[config.mk]
export PLATFORM = sky130hd
export DESIGN_NAME = instr_encoder
export DESIGN_NICKNAME = d
export VERILOG_FILES = /design/src/rtl/core_pkg.sv /design/src/rtl/imm_range_check.sv /design/src/rtl/instr_encoder.sv
export SDC_FILE = /design/constraint.sdc
export NUM_CORES = 1
export LEC_CHECK = 0
export CORE_AREA = 2 2 125 127
export CTS_CLUSTER_SIZE = 14
export DETAILED_ROUTE_END_ITERATION = 7
export DIE_AREA = 0 0 127 129
export DONT_BUFFER_PORTS = 1
export MAX_ROUTING_LAYER = met4
export PLACE_DENSITY = 0.59
export SYNTH_ARGS = -nofsm -noshare
export SYNTH_HDL_FRONTEND = slang
export SYNTH_SLANG_ARGS = --single-unit
[constraint.sdc]
create_clock -name clk -period 6.43 [get_ports clk]
set_clock_uncertainty 0.15 [all_clocks]
set_input_delay 0.643 -clock clk [delete_from_list [all_inputs] [get_ports clk]]
set_output_delay 0.643 -clock clk [all_outputs]
set_load 0.01 [all_outputs]
[src/rtl/core_pkg.sv]
`default_nettype none
// ============================================================================
// Module   : core_pkg
// Brief    : Shared types and constants for the RV32 instruction encoder:
//            immediate format enum, canonical NOP and per-format immediate
//            limits.
// Revision : 1.0 - initial release
// ============================================================================
package core_pkg;

    // Immediate format selector; encodings 5..7 are illegal.
    typedef enum logic [2:0] {
        FMT_I = 3'd0,
        FMT_S = 3'd1,
        FMT_B = 3'd2,
        FMT_U = 3'd3,
        FMT_J = 3'd4
    } fmt_e;

    // addi x0, x0, 0
    localparam logic [31:0] c_nop = 32'h0000_0013;

    // Representable immediate ranges (byte offsets for B/J).
    localparam int c_imm_is_min = -2048;
    localparam int c_imm_is_max = 2047;
    localparam int c_imm_b_min  = -4096;
    localparam int c_imm_b_max  = 4094;
    localparam int c_imm_j_min  = -1048576;
    localparam int c_imm_j_max  = 1048574;

    // True for the five defined formats.
    function automatic logic fmt_is_legal(input logic [2:0] fmt);
        return (fmt <= 3'd4);
    endfunction

endpackage : core_pkg
`default_nettype wire

[src/rtl/imm_range_check.sv]
`default_nettype none
// ============================================================================
// Module   : imm_range_check
// Brief    : Combinational immediate checker. Flags immediates that do not
//            fit their format, misaligned branch/jump offsets and illegal
//            format codes. Range/align flags are suppressed for illegal fmt.
// Revision : 1.0 - initial release
// ============================================================================
module imm_range_check
    import core_pkg::*;
(
    input  logic [2:0]  fmt,
    input  logic [31:0] imm,
    output logic        range_err,
    output logic        align_err,
    output logic        fmt_err
);

    int w_simm;

    assign w_simm = $signed(imm);

    // Per-format representability and alignment checks.
    always_comb begin
        range_err = 1'b0;
        align_err = 1'b0;
        fmt_err   = !fmt_is_legal(fmt);
        case (fmt_e'(fmt))
            FMT_I, FMT_S: begin
                range_err = (w_simm < c_imm_is_min) || (w_simm > c_imm_is_max);
            end
            FMT_B: begin
                range_err = (w_simm < c_imm_b_min) || (w_simm > c_imm_b_max);
                align_err = imm[0];
            end
            FMT_U: begin
                range_err = (imm[11:0] != 12'h000);
            end
            FMT_J: begin
                range_err = (w_simm < c_imm_j_min) || (w_simm > c_imm_j_max);
                align_err = imm[0];
            end
            default: begin
                range_err = 1'b0;
                align_err = 1'b0;
            end
        endcase
    end

endmodule : imm_range_check
`default_nettype wire

[src/rtl/instr_encoder.sv]
`default_nettype none
// ============================================================================
// Module   : instr_encoder
// Brief    : Two-stage valid/ready RV32 instruction encoder. S1 captures the
//            request together with its immediate check results; S2 holds the
//            assembled word and flags. Counts erroneous requests at the input
//            handshake with a saturating counter.
// Revision : 1.0 - initial release
// ============================================================================
module instr_encoder
    import core_pkg::*;
#(
    parameter int ERR_CNT_W = 16
) (
    input  logic                 clk,
    input  logic                 rst,
    input  logic                 in_valid,
    output logic                 in_ready,
    input  logic [2:0]           fmt,
    input  logic [6:0]           opcode,
    input  logic [4:0]           rd,
    input  logic [4:0]           rs1,
    input  logic [4:0]           rs2,
    input  logic [2:0]           funct3,
    input  logic [6:0]           funct7,
    input  logic [31:0]          imm,
    output logic                 out_valid,
    input  logic                 out_ready,
    output logic [31:0]          instr,
    output logic                 range_err,
    output logic                 align_err,
    output logic                 fmt_err,
    output logic [ERR_CNT_W-1:0] err_count
);

    // Stage 1 request registers
    logic        r_s1_valid;
    logic [2:0]  r_s1_fmt;
    logic [6:0]  r_s1_opcode;
    logic [4:0]  r_s1_rd;
    logic [4:0]  r_s1_rs1;
    logic [4:0]  r_s1_rs2;
    logic [2:0]  r_s1_funct3;
    logic [31:0] r_s1_imm;
    logic        r_s1_range_err;
    logic        r_s1_align_err;
    logic        r_s1_fmt_err;

    // Stage 2 output registers
    logic        r_s2_valid;
    logic [31:0] r_s2_instr;
    logic        r_s2_range_err;
    logic        r_s2_align_err;
    logic        r_s2_fmt_err;

    logic [ERR_CNT_W-1:0] r_err_count;

    logic        w_s2_advance;
    logic        w_s1_advance;
    logic        w_in_fire;
    logic        w_chk_range;
    logic        w_chk_align;
    logic        w_chk_fmt;
    logic [31:0] w_word;
    logic        w_unused;

    // funct7 is reserved for a future R-type path and deliberately ignored.
    assign w_unused = ^funct7;

    // Handshake: only out_ready sits on the combinational path to in_ready.
    assign w_s2_advance = !r_s2_valid || out_ready;
    assign w_s1_advance = r_s1_valid && w_s2_advance;
    assign in_ready     = !r_s1_valid || w_s1_advance;
    assign w_in_fire    = in_valid && in_ready;

    // Checks run on the incoming request so the error counter can update at
    // the handshake; the results are captured alongside the request in S1.
    imm_range_check u_imm_range_check (
        .fmt       (fmt),
        .imm       (imm),
        .range_err (w_chk_range),
        .align_err (w_chk_align),
        .fmt_err   (w_chk_fmt)
    );

    // S1: capture the request and its check results whenever S1 can accept.
    always_ff @(posedge clk or posedge rst) begin
        if (rst) begin
            r_s1_valid     <= 1'b0;
            r_s1_fmt       <= 3'd0;
            r_s1_opcode    <= 7'd0;
            r_s1_rd        <= 5'd0;
            r_s1_rs1       <= 5'd0;
            r_s1_rs2       <= 5'd0;
            r_s1_funct3    <= 3'd0;
            r_s1_imm       <= 32'd0;
            r_s1_range_err <= 1'b0;
            r_s1_align_err <= 1'b0;
            r_s1_fmt_err   <= 1'b0;
        end else if (in_ready) begin
            r_s1_valid <= in_valid;
            if (in_valid) begin
                r_s1_fmt       <= fmt;
                r_s1_opcode    <= opcode;
                r_s1_rd        <= rd;
                r_s1_rs1       <= rs1;
                r_s1_rs2       <= rs2;
                r_s1_funct3    <= funct3;
                r_s1_imm       <= imm;
                r_s1_range_err <= w_chk_range;
                r_s1_align_err <= w_chk_align;
                r_s1_fmt_err   <= w_chk_fmt;
            end
        end
    end

    // Assemble the RV32 word from the S1 fields; illegal formats become NOP.
    always_comb begin
        w_word = c_nop;
        case (fmt_e'(r_s1_fmt))
            FMT_I: w_word = {r_s1_imm[11:0], r_s1_rs1, r_s1_funct3, r_s1_rd, r_s1_opcode};
            FMT_S: w_word = {r_s1_imm[11:5], r_s1_rs2, r_s1_rs1, r_s1_funct3,
                             r_s1_imm[4:0], r_s1_opcode};
            FMT_B: w_word = {r_s1_imm[12], r_s1_imm[10:5], r_s1_rs2, r_s1_rs1,
                             r_s1_funct3, r_s1_imm[4:1], r_s1_imm[11], r_s1_opcode};
            FMT_U: w_word = {r_s1_imm[31:12], r_s1_rd, r_s1_opcode};
            FMT_J: w_word = {r_s1_imm[20], r_s1_imm[10:1], r_s1_imm[11],
                             r_s1_imm[19:12], r_s1_rd, r_s1_opcode};
            default: w_word = c_nop;
        endcase
    end

    // S2: take the assembled word when empty or drained; hold while stalled.
    always_ff @(posedge clk or posedge rst) begin
        if (rst) begin
            r_s2_valid     <= 1'b0;
            r_s2_instr     <= 32'd0;
            r_s2_range_err <= 1'b0;
            r_s2_align_err <= 1'b0;
            r_s2_fmt_err   <= 1'b0;
        end else if (w_s2_advance) begin
            r_s2_valid <= r_s1_valid;
            if (r_s1_valid) begin
                r_s2_instr     <= w_word;
                r_s2_range_err <= r_s1_range_err;
                r_s2_align_err <= r_s1_align_err;
                r_s2_fmt_err   <= r_s1_fmt_err;
            end
        end
    end

    // Count accepted requests carrying any error, saturating at all-ones.
    always_ff @(posedge clk or posedge rst) begin
        if (rst) begin
            r_err_count <= '0;
        end else if (w_in_fire && (w_chk_range || w_chk_align || w_chk_fmt)
                     && (r_err_count != '1)) begin
            r_err_count <= r_err_count + 1'b1;
        end
    end

    assign out_valid = r_s2_valid;
    assign instr     = r_s2_instr;
    assign range_err = r_s2_range_err;
    assign align_err = r_s2_align_err;
    assign fmt_err   = r_s2_fmt_err;
    assign err_count = r_err_count;

endmodule : instr_encoder
`default_nettype wire
==> results of run 1 <==
## metrics by stage
stage	setup slack, ps	cells	utilization, %
6_report	3500	758	39.7
5_1_grt	3300	758	39.7
4_1_cts	3470	758	39.7
3_5_place_dp	3160	727	35.5
3_3_place_gp	3230	727	35.5
2_1_floorplan	2560	568	-
## per-layer routing
layer	vias up	track usage (%)	routed length [µm]
li1	1902	-	-
met1	1984	22.0	5930
met2	145	27.5	6270
met3	22	4.62	942
met4	0	7.30	269
met5	-	-	0
## logic make-up (layout without fill, tap and decap cells)
group / after synthesis / after routing / synth area share, %
flops: 116 / 116 / 56.0
fa+ha+maj: 1 / 1 / 0.241
simple gates: 326 / 326 / 27.9
xor+xnor: 15 / 15 / 2.53
mux: 5 / 5 / 1.13
compound gates: 70 / 70 / 9.34
buf+inv: 35 / 37 / 2.87
## cell type report
type	count	area [µm²]
Fill cell	1505	9030
Sequential cell	116	2900
Multi-Input combinational cell	417	2140
Clock buffer	22	474
Tap cell	188	235
Clock inverter	9	151
Timing Repair Buffer	4	30.0
Inverter	2	10.0
## Yosys cell counts (2+ instances only)
cell type and instances:
nand2_1 214, dfrtp_1 116, nor2_1 42, clkbuf_1 28
o21ai_0 18, xor2_1 15, a221oi_1 14, a21oi_1 13
nand4_1 12, nor3_1 11, nor4_1 10, a22oi_1 9
nand3_1 8, a22o_1 5, nand2b_1 5, and2_1 4
and3_1 4, nor2b_1 3, nor4_4 3, o22a_1 3
a21o_1 2, a31oi_1 2, buf_2 2, buf_6 2
inv_1 2, mux2_1 2, nor3_2 2
## final timing paths
kind	from	endpoint	slack [ps]	depth (start not counted)
setup / recovery	out_valid$_DFFE_PP0P_	err_count[14]$_DFFE_PP0P_	3500	6
hold / removal	rst	instr[3]$_DFFE_PP0P_	5	1
setup reg to reg	out_valid$_DFFE_PP0P_	err_count[14]$_DFFE_PP0P_	3500	6
hold reg to reg	r_s1_align_err$_DFFE_PP0P_	r_s1_align_err$_DFFE_PP0P_	320	2
max in group asynchronous	rst	instr[25]$_DFFE_PP0P_	4800	2
min in group clk	imm[17]	r_s1_imm[17]$_DFFE_PP0P_	190	2
## report_power, final
group	total, mW	internal [mW]	switching, mW
combinational	0.265	0.102	0.163
sequential	1.00	0.856	0.147
clock	0.990	0.675	0.315
total	2.26	1.63	0.625
## cells in the final DEF (no fill, tap or decap), types with 2 or more instances in the layout
cell | netlist | layout
a31oi_1 | 2 | 2
nand4_1 | 12 | 12
a22o_1 | 5 | 5
nand2_1 | 214 | 213
o21ai_0 | 18 | 18
nand3_1 | 8 | 8
buf_4 | 0 | 4
dfrtp_1 | 116 | 116
nor2b_1 | 3 | 3
a221oi_1 | 14 | 14
bufinv_16 | 0 | 4
xor2_1 | 15 | 15
mux2_1 | 2 | 2
nor4_1 | 10 | 10
and3_1 | 4 | 4
a21oi_1 | 13 | 13
nor4_4 | 3 | 3
clkinv_2 | 0 | 3
nor3_1 | 11 | 10
clkbuf_16 | 0 | 17
a21o_1 | 2 | 2
o22a_1 | 3 | 3
nor3_2 | 2 | 3
clkbuf_1 | 28 | 2
nand2b_1 | 5 | 5
nor2_1 | 42 | 42
clkbuf_8 | 0 | 3
and2_1 | 4 | 3
a22oi_1 | 9 | 9
## worst register-to-register path, delay by kind of cell (launching register included)
family	cells	cell delay, ps
multiplexers	1	350
flip-flops	1	430
AND/OR/NAND/NOR	4	1280
buffers and inverters	1	590
## state kept, by name, summed over array words and instances (netlist names), 3 cells and up
name         cells
instr           32
r_s1_funct3      3
r_s1_imm        32
r_s1_fmt         3
r_s1_opcode      7
err_count       16
r_s1_rs2         5
r_s1_rs1         5
r_s1_rd          5
==> metrics.md, run 1 <==
| Metric | Value |
|---|---|
| Status | `finished clean` |
| H-tree depth | `4` |
| Maximum VDD drop | `approximately 0.00017 V` |
| Syn nets | `between 600 and 700` |
| Number of synthesized register bits | `116` |
| Top_reg_cell synth | `dfrtp_1` |
| First-pass GRT wire length | `about 22000 µm` |
| Dominant cell type by area after synthesis | `dfrtp_1` |
| Tmin final | `2930 ps` |
| Slew Viols, Final | `0` |
| Slew @ Worst Pin | `1150 ps` |
| Total track usage | `17.7%` |
| Leakage | `2.83 nW` |
| Max Freq | `roughly 340 MHz` |
| CP Data Arrival Time | `about 3100 ps` |
| TritonRoute pass-1 iters | `5` |
| CP peak stage delay | `590 ps` |
| Final Cycle Share | `between 40% and 50%` |
| Finished layout cell area | `5950 µm²` |
| Fin Setup TNS | `0 ps` |
| Worst-path clk slew | `50 ps` |
| Die area | `between 15000 and 20000 µm²` |
| CP Launch Type | `flip-flop` |
| Fin Hold WS | `4.67 ps` |
| Hold_buf cts | `0` |
| Final Power | `roughly 2.3 mW` |
| Cell Area, Synth | `5190 µm²` |
| CTS tree | `done` |
| Post-synth EDFFs | `0` |
| Num CTS Buffers | `17` |
| Worst EP required | `about 6600 ps` |
| Sequential element share of the synthesized area | `around 56%` |
| IO Count | `roughly 120` |
| Cell variety after synth | `44` |
| Worst Path Max Fanout | `71` |
| CTS resizes | `0` |
| Cell chain of the critical path | `nand3b_1 -> and2_2 -> buf_4 -> nand3_1 -> nor4b_2 -> mux2_1` |
| Synth area leaders | `dfrtp_1, nand2_1, nor2_1, xor2_1, a221oi_1` |
| Max Root-Sink Buffers | `2` |
| Via density | `about 5.3` |
| Initial antenna violation count | `0` |
| Top delay family on crit path | `simple AND/OR/NAND/NOR gates` |
| Worst Setup End Kind | `flip-flop` |
| Detailed Place HPWL | `9240 µm` |
| ANT cells | `0` |
| Buf/Inv on CP | `1` |
| Crit-path slowest cell | `buf_4` |
| CTS sink cnt | `around 120` |
| Die Width | `127 µm` |
| Port Buffer Count | `0` |
| Hold WC Path Type | `primary input to async pin` |
| Vias in the first global route | `just over 4000` |
| Wire per inst | `about 18 µm` |
| Drt drc | `0` |
| Area share of the leading cell type in the synthesized netlist | `a little under three fifths` |
| Setup Fix Bufs, Post-CTS | `0` |
| YS warnings | `0` |
| Total of max-cap violations | `0` |
| P&R area growth vs syn | `14.7%` |
| Initial core utilization | `approximately a third` |
| Vias after detailed routing | `4053` |
| Ys async rst share | `100%` |
| Rows | `45` |
| Clk Latency, worst-skew pair | `approximately 400 ps` |
| Cells after synthesis | `roughly 570` |
| PwrDens | `roughly 380 nW/µm²` |
| Congestion Overflow GR | `0` |
| RSZ-0062 raised after global routing | `false` |
| Post-route ant nets | `0` |
| Wirelength, routed | `13400 µm` |
| Relative slew slack | `roughly 23%` |
| Initial drt markers | `293` |
| Core Footprint | `between 10000 and 15000 µm²` |
| Gpl congestion | `about 0.8` |
| Die Ht | `between 100 and 150 µm` |
| Largest net degree at the start of global routing | `75` |
| Root Driver | `clkbuf_16` |
| Layout Nets | `630` |
| Syn_area_per_cell | `around 9.1 µm²` |
| Final hold viol count | `0` |
| Dpl cell area | `~5300 µm²` |
| Share of layout cells above drive strength 1 | `8.25%` |
| Final setup vio count | `0` |
| CP Class | `flip-flop to flip-flop` |
Power figures use the tool's default switching activity.
==> run 2, diff against run 1 <==
==> constraint.sdc (replaced) <==
create_clock -name clk -period 2.8 [get_ports clk]
set_clock_uncertainty 0.15 [all_clocks]
set_input_delay 0.28 -clock clk [delete_from_list [all_inputs] [get_ports clk]]
set_output_delay 0.28 -clock clk [all_outputs]
set_load 0.01 [all_outputs]
==> run 2 against run 1 <==
  * Hold slack better by 88 ps
  * Via count up 9.0%
  * Maximum frequency up 19%
  * Highest routed layer unchanged
==> metrics.md, run 2 (synthesis gave the netlist of run 1 again) <==
| Metric | Value |
|---|---|
| Status | `finished clean` |
| Psw | `between 1.5 and 2 mW` |
| Share of layout cells above drive strength 1 | `under 10%` |
| Most common cell after layout, fill and taps aside | `nand2_1` |
| Fin util | `between 40 and 50%` |
| Drt drc | `0` |
| Wire per inst | `around 18 µm` |
| Port Buffer Count | `0` |
| CTS sink cnt | `between 100 and 150` |
| Detailed Place HPWL | `9700 µm` |
| Worst Setup End Kind | `flip-flop` |
| RSZ-0062 raised after global routing | `false` |
| CP Data Arrival Time | `2640 ps` |
| Final Power | `around 5.4 mW` |
| Sequential Power Share | `42.3%` |
| Total of max-cap violations | `0` |
| Non-filler cells, final | `roughly 830` |
| Vias in the first global route | `4452` |
| Dpl cell area | `between 5000 and 6000 µm²` |
| H-tree depth | `4` |
| Maximum VDD drop | `between 0.0003 and 0.0004 V` |
| Worst Path Max Fanout | `11` |
| Fin Hold WS | `92.8 ps` |
| Slew Viols, Final | `0` |
| Combinational Power Share | `13.4%` |
| Min-delay src | `out_ready` |
| Post-route ant nets | `0` |
| Max Root-Sink Buffers | `2` |
| Vias after detailed routing | `4416` |
| First-pass GRT wire length | `between 20000 and 25000 µm` |
| IO Count | `around 120` |
| Most frequent cells in the layout | `nand2_1, dfrtp_1, dlygate4sd3_1, nor2_1, o21ai_0` |
| CTS tree | `done` |
| Seq. cell area | `between 2000 and 3000 µm²` |
| Hold WC Path Type | `primary input to flip-flop` |
| Die area | `16400 µm²` |
| Clk pwr share | `between 40% and 50%` |
| Max Freq | `between 400 and 500 MHz` |
| TritonRoute pass-1 iters | `4` |
| Layout Nets | `704` |
| Fin Setup TNS | `0 ps` |
| Multi-input gate area in the final layout | `approximately 2100 µm²` |
| Die Ht | `between 100 and 150 µm` |
| Congestion Overflow GR | `0` |
| Worst Setup SP | `r_s1_fmt[0]$_DFFE_PP0P_` |
| Initial drt markers | `around 260` |
| Cell Int Power | `roughly 4 mW` |
| Final setup vio count | `0` |
| Num CTS Buffers | `17` |
| Via density | `5.31` |
| Root Driver | `clkbuf_16` |
| Gpl congestion | `0.849` |
| R2R Path Start | `r_s1_fmt[0]$_DFFE_PP0P_` |
| Initial core utilization | `approximately 35%` |
| Clk Latency, worst-skew pair | `between 400 and 500 ps` |
| Final worst setup slack | `342 ps` |
| Final hold viol count | `0` |
| Final Cycle Share | `~90%` |
| Sw frac | `27.6%` |
| CP Launch Type | `flip-flop` |
| Filler cell count in the final layout | `approximately 1500` |
| CP Class | `flip-flop to flip-flop` |
| Pre-CTS WS | `approximately 240 ps` |
| Worst-path clk slew | `50 ps` |
| Rows | `45` |
| Relative slew slack | `between 40% and 50%` |
| PwrDens | `roughly 800 nW/µm²` |
| ANT cells | `0` |
| Wirelength, routed | `around 15000 µm` |
| Largest net degree at the start of global routing | `63` |
| Initial antenna violation count | `0` |
| Die Width | `127 µm` |
| Placed Cells incl. Taps | `around 740` |
| Leakage | `3.15 nW` |
| Finished layout cell area | `6690 µm²` |
| Core Footprint | `about 15000 µm²` |
| Slew @ Worst Pin | `approximately 810 ps` |
| Worst R2R Setup Slack | `340 ps` |
| Tmin final | `roughly 2500 ps` |
| P&R area growth vs syn | `29.1%` |
| Total track usage | `19.1%` |
| CTS resizes | `0` |
| Worst EP required | `2980 ps` |
==> run 2: area by class of cell <==
class / instances / share of cell area, %
flip-flops and latches: 116 / 43.4
multi-input cells: 417 / 32.0
repair buffers: 78 / 11.3
clock buffers: 21 / 6.58
well taps: 188 / 3.51
clock inverters: 10 / 3.07
inverters: 2 / 0.168
==> run 2: power by group through the flow <==
stage	logic [mW]	registers, mW	clock network [mW]
finish	0.729	2.30	2.41
global route	0.831	2.34	2.52
CTS	0.731	2.30	2.45
detailed placement	0.648	2.33	0
global placement	0.627	2.32	0
floorplan	0.514	2.23	0
==> run 2: worst max-delay path: stages (launching register included) <==
cell,delay [ps]
dfrtp_1,510
and2_1,430
nor2b_1,650
a21o_1,360
a221oi_1,130
nor2_1,140
==> run 2: per-layer routing <==
layer	track usage [%]	wire (µm)
met1	23.1	6230
met2	29.9	6980
met3	5.07	897
met4	9.44	567
met5	-	0
==> run 2: path summary, 6_finish.rpt <==
path / endpoint / cells after the start
worst max-delay path: instr[19]$_DFFE_PP0P_ / 5
worst min-delay path: r_s1_valid$_DFFE_PP0N_ / 2
worst max register to register: instr[19]$_DFFE_PP0P_ / 5
worst min register to register: r_s1_align_err$_DFFE_PP0P_ / 2
max in group asynchronous: instr[27]$_DFFE_PP0P_ / 3
min in group asynchronous: instr[0]$_DFFE_PP0P_ / 2
==> run 2: timing repair <==
item,CTS,global route
hold endpoints to repair,98,0
buffers inserted,0,0
hold buffers,63,0
